<file path="src/rtl/funct_generator_mc.sv">
// funct_generator_mc: NUM_CH round-robin sine/cosine/triangle/square generator feeding a FIFO through a stallable 2-stage pipeline.
// Optional build macro FGEN_PHASE_OFFSET_EN adds cfg_phase_i, which preloads the channel accumulator on a config write.
module funct_generator_mc #(
    parameter int DATA_WIDTH = 16,
    parameter int INT_BITS   = 8,
    parameter int LUT_ADDR   = 6,
    parameter int PHASE_W    = 16,
    parameter int NUM_CH     = 4
) (
    input  logic                         clk,
    input  logic                         rst,
    input  logic                         en_low_i,
    input  logic                         cfg_we_i,
    input  logic [$clog2(NUM_CH)-1:0]    cfg_ch_i,
    input  logic [1:0]                   cfg_sel_i,
    input  logic signed [INT_BITS-1:0]   cfg_amp_i,
    input  logic [PHASE_W-1:0]           cfg_step_i,
`ifdef FGEN_PHASE_OFFSET_EN
    input  logic [PHASE_W-1:0]           cfg_phase_i,
`endif
    input  logic                         full_i,
    output logic                         wr_en_o,
    output logic [$clog2(NUM_CH)-1:0]    ch_o,
    output logic signed [DATA_WIDTH-1:0] data_o
);
    localparam int CW     = $clog2(NUM_CH);
    localparam int LUT_N  = 1 << LUT_ADDR;
    localparam int PROD_W = DATA_WIDTH + INT_BITS;
    localparam logic signed [DATA_WIDTH-1:0] FS   = {1'b0, {(DATA_WIDTH-1){1'b1}}};
    localparam logic signed [DATA_WIDTH-1:0] DMIN = {1'b1, {(DATA_WIDTH-1){1'b0}}};
    localparam logic signed [PROD_W-1:0] SAT_MAX = PROD_W'(FS);
    localparam logic signed [PROD_W-1:0] SAT_MIN = PROD_W'(DMIN);
    localparam longint PI_Q30 = 64'sd3373259426;

    typedef enum logic [1:0] {IDLE, GEN, STALL} state_t;

    // Elaboration-time sine in Q30 fixed point (quarter-wave reduced Taylor series), rounded half away from zero.
    function automatic longint sine_point(input int a);
        longint x, term, sum, t;
        int     aq;
        logic   neg;
        neg = (a >= LUT_N / 2);
        aq  = a % (LUT_N / 2);
        if (aq > LUT_N / 4) aq = LUT_N / 2 - aq;
        x    = (PI_Q30 * 2 * longint'(aq)) / longint'(LUT_N);
        term = x;
        sum  = 0;
        for (int unsigned k = 0; k < 10; k++) begin
            sum  = sum + term;
            t    = (term * x) >>> 30;
            t    = (t * x) >>> 30;
            term = -t / longint'((2 * k + 2) * (2 * k + 3));
        end
        sum = (sum * longint'(FS) + (64'sd1 <<< 29)) >>> 30;
        return neg ? -sum : sum;
    endfunction

    logic signed [DATA_WIDTH-1:0] sin_lut [LUT_N];
    for (genvar gi = 0; gi < LUT_N; gi++) begin : g_lut
        localparam logic signed [DATA_WIDTH-1:0] V = DATA_WIDTH'(sine_point(gi));
        assign sin_lut[gi] = V;
    end

    state_t                     state_q, state_d;
    logic [1:0]                 sel_q  [NUM_CH];
    logic signed [INT_BITS-1:0] amp_q  [NUM_CH];
    logic [PHASE_W-1:0]         step_q [NUM_CH];
    logic [PHASE_W-1:0]         acc_q  [NUM_CH];
    logic [CW-1:0]              rr_q;

    logic                         s1_valid, s2_valid;
    logic [CW-1:0]                s1_ch;
    logic signed [DATA_WIDTH-1:0] s1_raw;
    logic signed [INT_BITS-1:0]   s1_amp;

    logic                         issue, cfg_hit;
    logic [PHASE_W-1:0]           acc_load;
    logic [LUT_ADDR-1:0]          addr, cos_addr;
    logic [DATA_WIDTH-1:0]        tri_u, tri_r;
    logic signed [DATA_WIDTH-1:0] raw, sat;
    logic signed [PROD_W-1:0]     prod;

`ifdef FGEN_PHASE_OFFSET_EN
    assign acc_load = cfg_phase_i;
`else
    assign acc_load = '0;
`endif

    assign cfg_hit = cfg_we_i && (32'(cfg_ch_i) < NUM_CH);
    assign wr_en_o = s2_valid && !full_i;

    always_comb begin
        state_d = state_q;
        issue   = 1'b0;
        if (en_low_i) begin
            state_d = IDLE;
        end else begin
            case (state_q)
                IDLE:    state_d = GEN;
                GEN: begin
                    issue = !full_i;
                    if (full_i) state_d = STALL;
                end
                STALL:   if (!full_i) state_d = GEN;
                default: state_d = IDLE;
            endcase
        end
    end

    // Stage 1 shaping from the pre-increment accumulator of the channel being issued.
    always_comb begin
        addr     = acc_q[rr_q][PHASE_W-1 -: LUT_ADDR];
        cos_addr = addr + LUT_ADDR'(LUT_N / 4);
        tri_u    = DATA_WIDTH'(addr[LUT_ADDR-2:0]) << (DATA_WIDTH - LUT_ADDR + 1);
        tri_r    = tri_u - DMIN;
        raw      = '0;
        case (sel_q[rr_q])
            2'b00:   raw = sin_lut[addr];
            2'b01:   raw = sin_lut[cos_addr];
            2'b10:   raw = addr[LUT_ADDR-1] ? signed'(~tri_r) : signed'(tri_r);
            default: raw = addr[LUT_ADDR-1] ? -FS : FS;
        endcase
    end

    always_comb begin
        prod = PROD_W'(s1_raw) * PROD_W'(s1_amp);
        sat  = prod[DATA_WIDTH-1:0];
        if (prod > SAT_MAX)      sat = FS;
        else if (prod < SAT_MIN) sat = DMIN;
    end

    always_ff @(posedge clk) begin
        if (rst) begin
            state_q  <= IDLE;
            sel_q    <= '{default: '0};
            amp_q    <= '{default: '0};
            step_q   <= '{default: '0};
            acc_q    <= '{default: '0};
            rr_q     <= '0;
            s1_valid <= 1'b0;
            s1_ch    <= '0;
            s1_raw   <= '0;
            s1_amp   <= '0;
            s2_valid <= 1'b0;
            ch_o     <= '0;
            data_o   <= '0;
        end else begin
            state_q <= state_d;
            if (issue) begin
                acc_q[rr_q] <= acc_q[rr_q] + step_q[rr_q];
                rr_q        <= (32'(rr_q) == NUM_CH - 1) ? '0 : rr_q + CW'(1);
            end
            // Later assignment wins: a config write overrides a same-cycle advance.
            if (cfg_hit) begin
                sel_q[cfg_ch_i]  <= cfg_sel_i;
                amp_q[cfg_ch_i]  <= cfg_amp_i;
                step_q[cfg_ch_i] <= cfg_step_i;
                acc_q[cfg_ch_i]  <= acc_load;
            end
            if (en_low_i) begin
                s1_valid <= 1'b0;
                s2_valid <= 1'b0;
            end else if (!full_i) begin
                s1_valid <= issue;
                if (issue) begin
                    s1_ch  <= rr_q;
                    s1_raw <= raw;
                    s1_amp <= amp_q[rr_q];
                end
                s2_valid <= s1_valid;
                if (s1_valid) begin
                    ch_o   <= s1_ch;
                    data_o <= sat;
                end
            end
        end
    end
endmodule

</file>
<file path="config.mk">
export PLATFORM = sky130hd
export DESIGN_NAME = funct_generator_mc
export DESIGN_NICKNAME = d
export VERILOG_FILES = /design/src/rtl/funct_generator_mc.sv
export SDC_FILE = /design/constraint.sdc
export NUM_CORES = 1
export LEC_CHECK = 0
export CORE_ASPECT_RATIO = 1.4
export CORE_MARGIN = 2
export CORE_UTILIZATION = 68
export DETAILED_ROUTE_END_ITERATION = 10
export DONT_BUFFER_PORTS = 1
export PLACE_DENSITY = 0.84
export SLEW_MARGIN = 25
export SYNTH_ARGS = -nofsm -noshare
export SYNTH_HDL_FRONTEND = slang
export SYNTH_SLANG_ARGS = --single-unit
</file>
<file path="constraint.sdc">
create_clock -name clk -period 10.5 [get_ports clk]
set_input_delay 0 -clock clk [delete_from_list [all_inputs] [get_ports clk]]
set_output_delay 0 -clock clk [all_outputs]
set_load 0.05 [all_outputs]
</file>
==> metrics <==
R2R cell count 16; most common flop cell mapped by yosys dfxtp_1; first-pass GRT wire length 73970 µm; Critical Path Source s1_amp[3]$_SDFFE_PP0P_; Critical Path Max Stage Delay 780 ps; pre-CTS setup slack roughly 4400 ps; DRT Pass-1 Iters 6; power density of the placed cells 104.5 nW/µm²; Hold Violations, Final 0; RSZ-0062 raised after global routing no; final setup TNS 0 ps; worst setup path class register to register; max-cap violations 0; Max H-tree Level 1; Synth area leaders dfxtp_1, fa_1, nand2_1; crit path cell chain nand2_1, fa_1, inv_1, fa_1, fa_1, inv_1, fa_1, inv_1, ha_1, a21o_1, a21o_1, or4_1, a211oi_1, nand4b_1, o31ai_4, a211oi_2; drt total wl 44970 µm; WHS between 40 and 50 ps; post-DP HPWL 29990 µm; Worst R2R End data_o[10]$_SDFFE_PP0P_; Crit path required time 10870 ps; P_leak around 7.0 nW; final net count 2180; top cell type's share of synthesized area 26.57%; Syn Area/Cell between 8 and 9 µm²; Max-slew headroom 37.05%; drt wl/cell 19.58 µm; Fillers ~1700; initial drt markers between 1000 and 1500; via count 14760; number of enable flip-flop cells after synthesis 0; crit path max fanout 17; post_cts resized 0; Hold Crit Depth 4; PnR worst setup slack 4395 ps; Pwr Total 1.845 mW; fin crit period 6105 ps; worst flop-to-flop path startpoint s1_amp[3]$_SDFFE_PP0P_; initial antenna violation count 2; R2R setup slack 4400 ps; vias in the first global route 15490; post-CTS setup buffer count 0; status finished, final reports clean; Row Count 67; layout cells sized above 1 under 10%; Final Skew 24.42 ps; Worst Hold Class primary input to register; Synth area leader dfxtp_1; hold_sp cfg_we_i; area grow syn2layout 7.510%; worst-margin pin slew 944.3 ps; RePlAce Congestion 0.9774; Setup-failing EPs final 0; CTS buffer count 23; GRT Overall Usage 35.95%; Yosys reg bits 218; Max VDD drop 152.1 µV; Die Area 25430 µm²; Top Ports 52; Worst-Skew Late Latency 540 ps; startpoint types register; clk root buf clkbuf_16; slowest cell on the critical path o31ai_4; ys async rst share 0%; gr ovfl total 0; DRC 0; Synth Instances about 2000; largest net degree at the start of global routing 150; CTS clock-pin slew for the worst setup and hold paths approximately 70 ps; CP most frequent cell fa_1; CP arrival 6470 ps; Starting Density around 70%; CTS Buffer Depth 3; synth warn 0; hold path endpoint step_q[52]$_SDFFE_PP0P_; antenna-violating nets left 0; Synth Cell Area 16430 µm²; fmax 0.1638 GHz; Syn Nets 2229; Worst setup EP type register; Core Footprint 23810 µm²; sequential share of the synthesized area 26.57%; Netlist cell types 88; post-route clock period utilization 58.14%; drt via density ~6.4; die height 187.9 µm; Sink Count about 220; final slew viol count 0; die width between 100 and 150 µm; CTS tree done; PortBufs 0
## synth_stat cells, types with 16 or more instances
library cell / count
nand2_1: 375
a21oi_1: 235
dfxtp_1: 218
nor2_1: 165
inv_1: 143
fa_1: 104
clkbuf_1: 96
and2_1: 94
ha_1: 75
o21ai_0: 48
mux4_2: 39
nand3_1: 33
xnor2_1: 28
nor3_1: 23
nand2b_1: 21
a211oi_1: 20
a31oi_1: 16
## timing repair
item	in CTS	in global routing
endpoints found under the hold margin	162	0
setup endpoints to repair	0	0
hold buffers	44	0
## state kept, by name, indices dropped and copies added (netlist names)
name and cells:
acc_q 64, step_q 64, amp_q 32, data_o 16, s1_raw 16, s1_amp 8, sel_q 8, ch_o 2
rr_q 2, s1_ch 2, state_q 2, s1_valid 1, s2_valid 1
## cell usage in the layout, fill, tap and decap left out, drive strengths merged, types with 12 or more instances in the layout
cell type	instances
inv	146
o211ai	15
fa	104
nand3	34
nand2	386
mux4	39
a211oi	35
dlygate4sd3	43
dfxtp	218
and2	95
nor2	165
mux2i	12
xnor2	28
clkbuf	31
nand2b	21
a21o	17
a21oi	235
nor3	23
o21ai	65
buf	14
a31oi	16
ha	75
xor2	12
## power breakdown
part / switching (mW) / internal, mW
combinational: 0.0789 / 0.0426
sequential: 0.0130 / 0.842
clock: 0.362 / 0.507
total: 0.454 / 1.39
## through the flow
step	cell area, µm²	instances	utilization, %
after detailed placement	16380	2209	68.82
after global routing	17660	2297	74.18
after global placement	16380	2208	68.78
after floorplan	16430	2017	-
after CTS	17660	2295	74.16
final	17660	2297	74.18
## metal layers
layer,part of all wire (%),global-route usage [%]
met5,0,0
met4,7.8,26.00
met3,6.5,5.245
met2,52,65.87
met1,34,36.54
## final cells by class
| cell class | instances | area, µm² | area share, % |
|---|---|---|---|
| multi-input cells | 1524 | 10990 | 62.22 |
| flip-flops and latches | 218 | 4369 | 24.74 |
| clock buffers | 31 | 675.6 | 3.826 |
| clock inverters | 11 | 137.6 | 0.7793 |
| diodes | 2 | 5.005 | 0.02834 |
| well taps | 310 | 387.9 | 2.196 |
| inverters | 144 | 540.5 | 3.061 |
| repair buffers | 57 | 555.5 | 3.146 |
## cells by family after synthesis
group / count (synthesis) / share of synthesized area, %
compound gates: 471 / 18.49
xor+xnor: 40 / 2.178
fa+ha+maj: 180 / 18.45
buf+inv: 275 / 6.626
flops: 218 / 26.57
mux: 55 / 6.352
simple gates: 778 / 21.33
## how the worst max path moves through the flow
stage,end,slack (ps),cells after the start
6_report,data_o[10]$_SDFFE_PP0P_,4400,16
5_1_grt,data_o[0]$_SDFFE_PP0P_,4060,19
4_1_cts,data_o[10]$_SDFFE_PP0P_,4390,16
3_5_place_dp,data_o[0]$_SDFFE_PP0P_,4390,16
3_3_place_gp,data_o[14]$_SDFFE_PP0P_,4480,18
2_1_floorplan,data_o[2]$_SDFFE_PP0P_,5210,19
## critical path, delay by kind of cell, from the launching register on
| kind | cells | cell delay [ps] |
|---|---|---|
| DFF | 1 | 680 |
| buffers and inverters | 3 | 150 |
| adders and majority gates | 5 | 2390 |
| and+or+nand+nor | 3 | 950 |
| AOI/OAI and AO/OA | 5 | 1750 |
No activity file was read; power rests on OpenSTA's default activity.
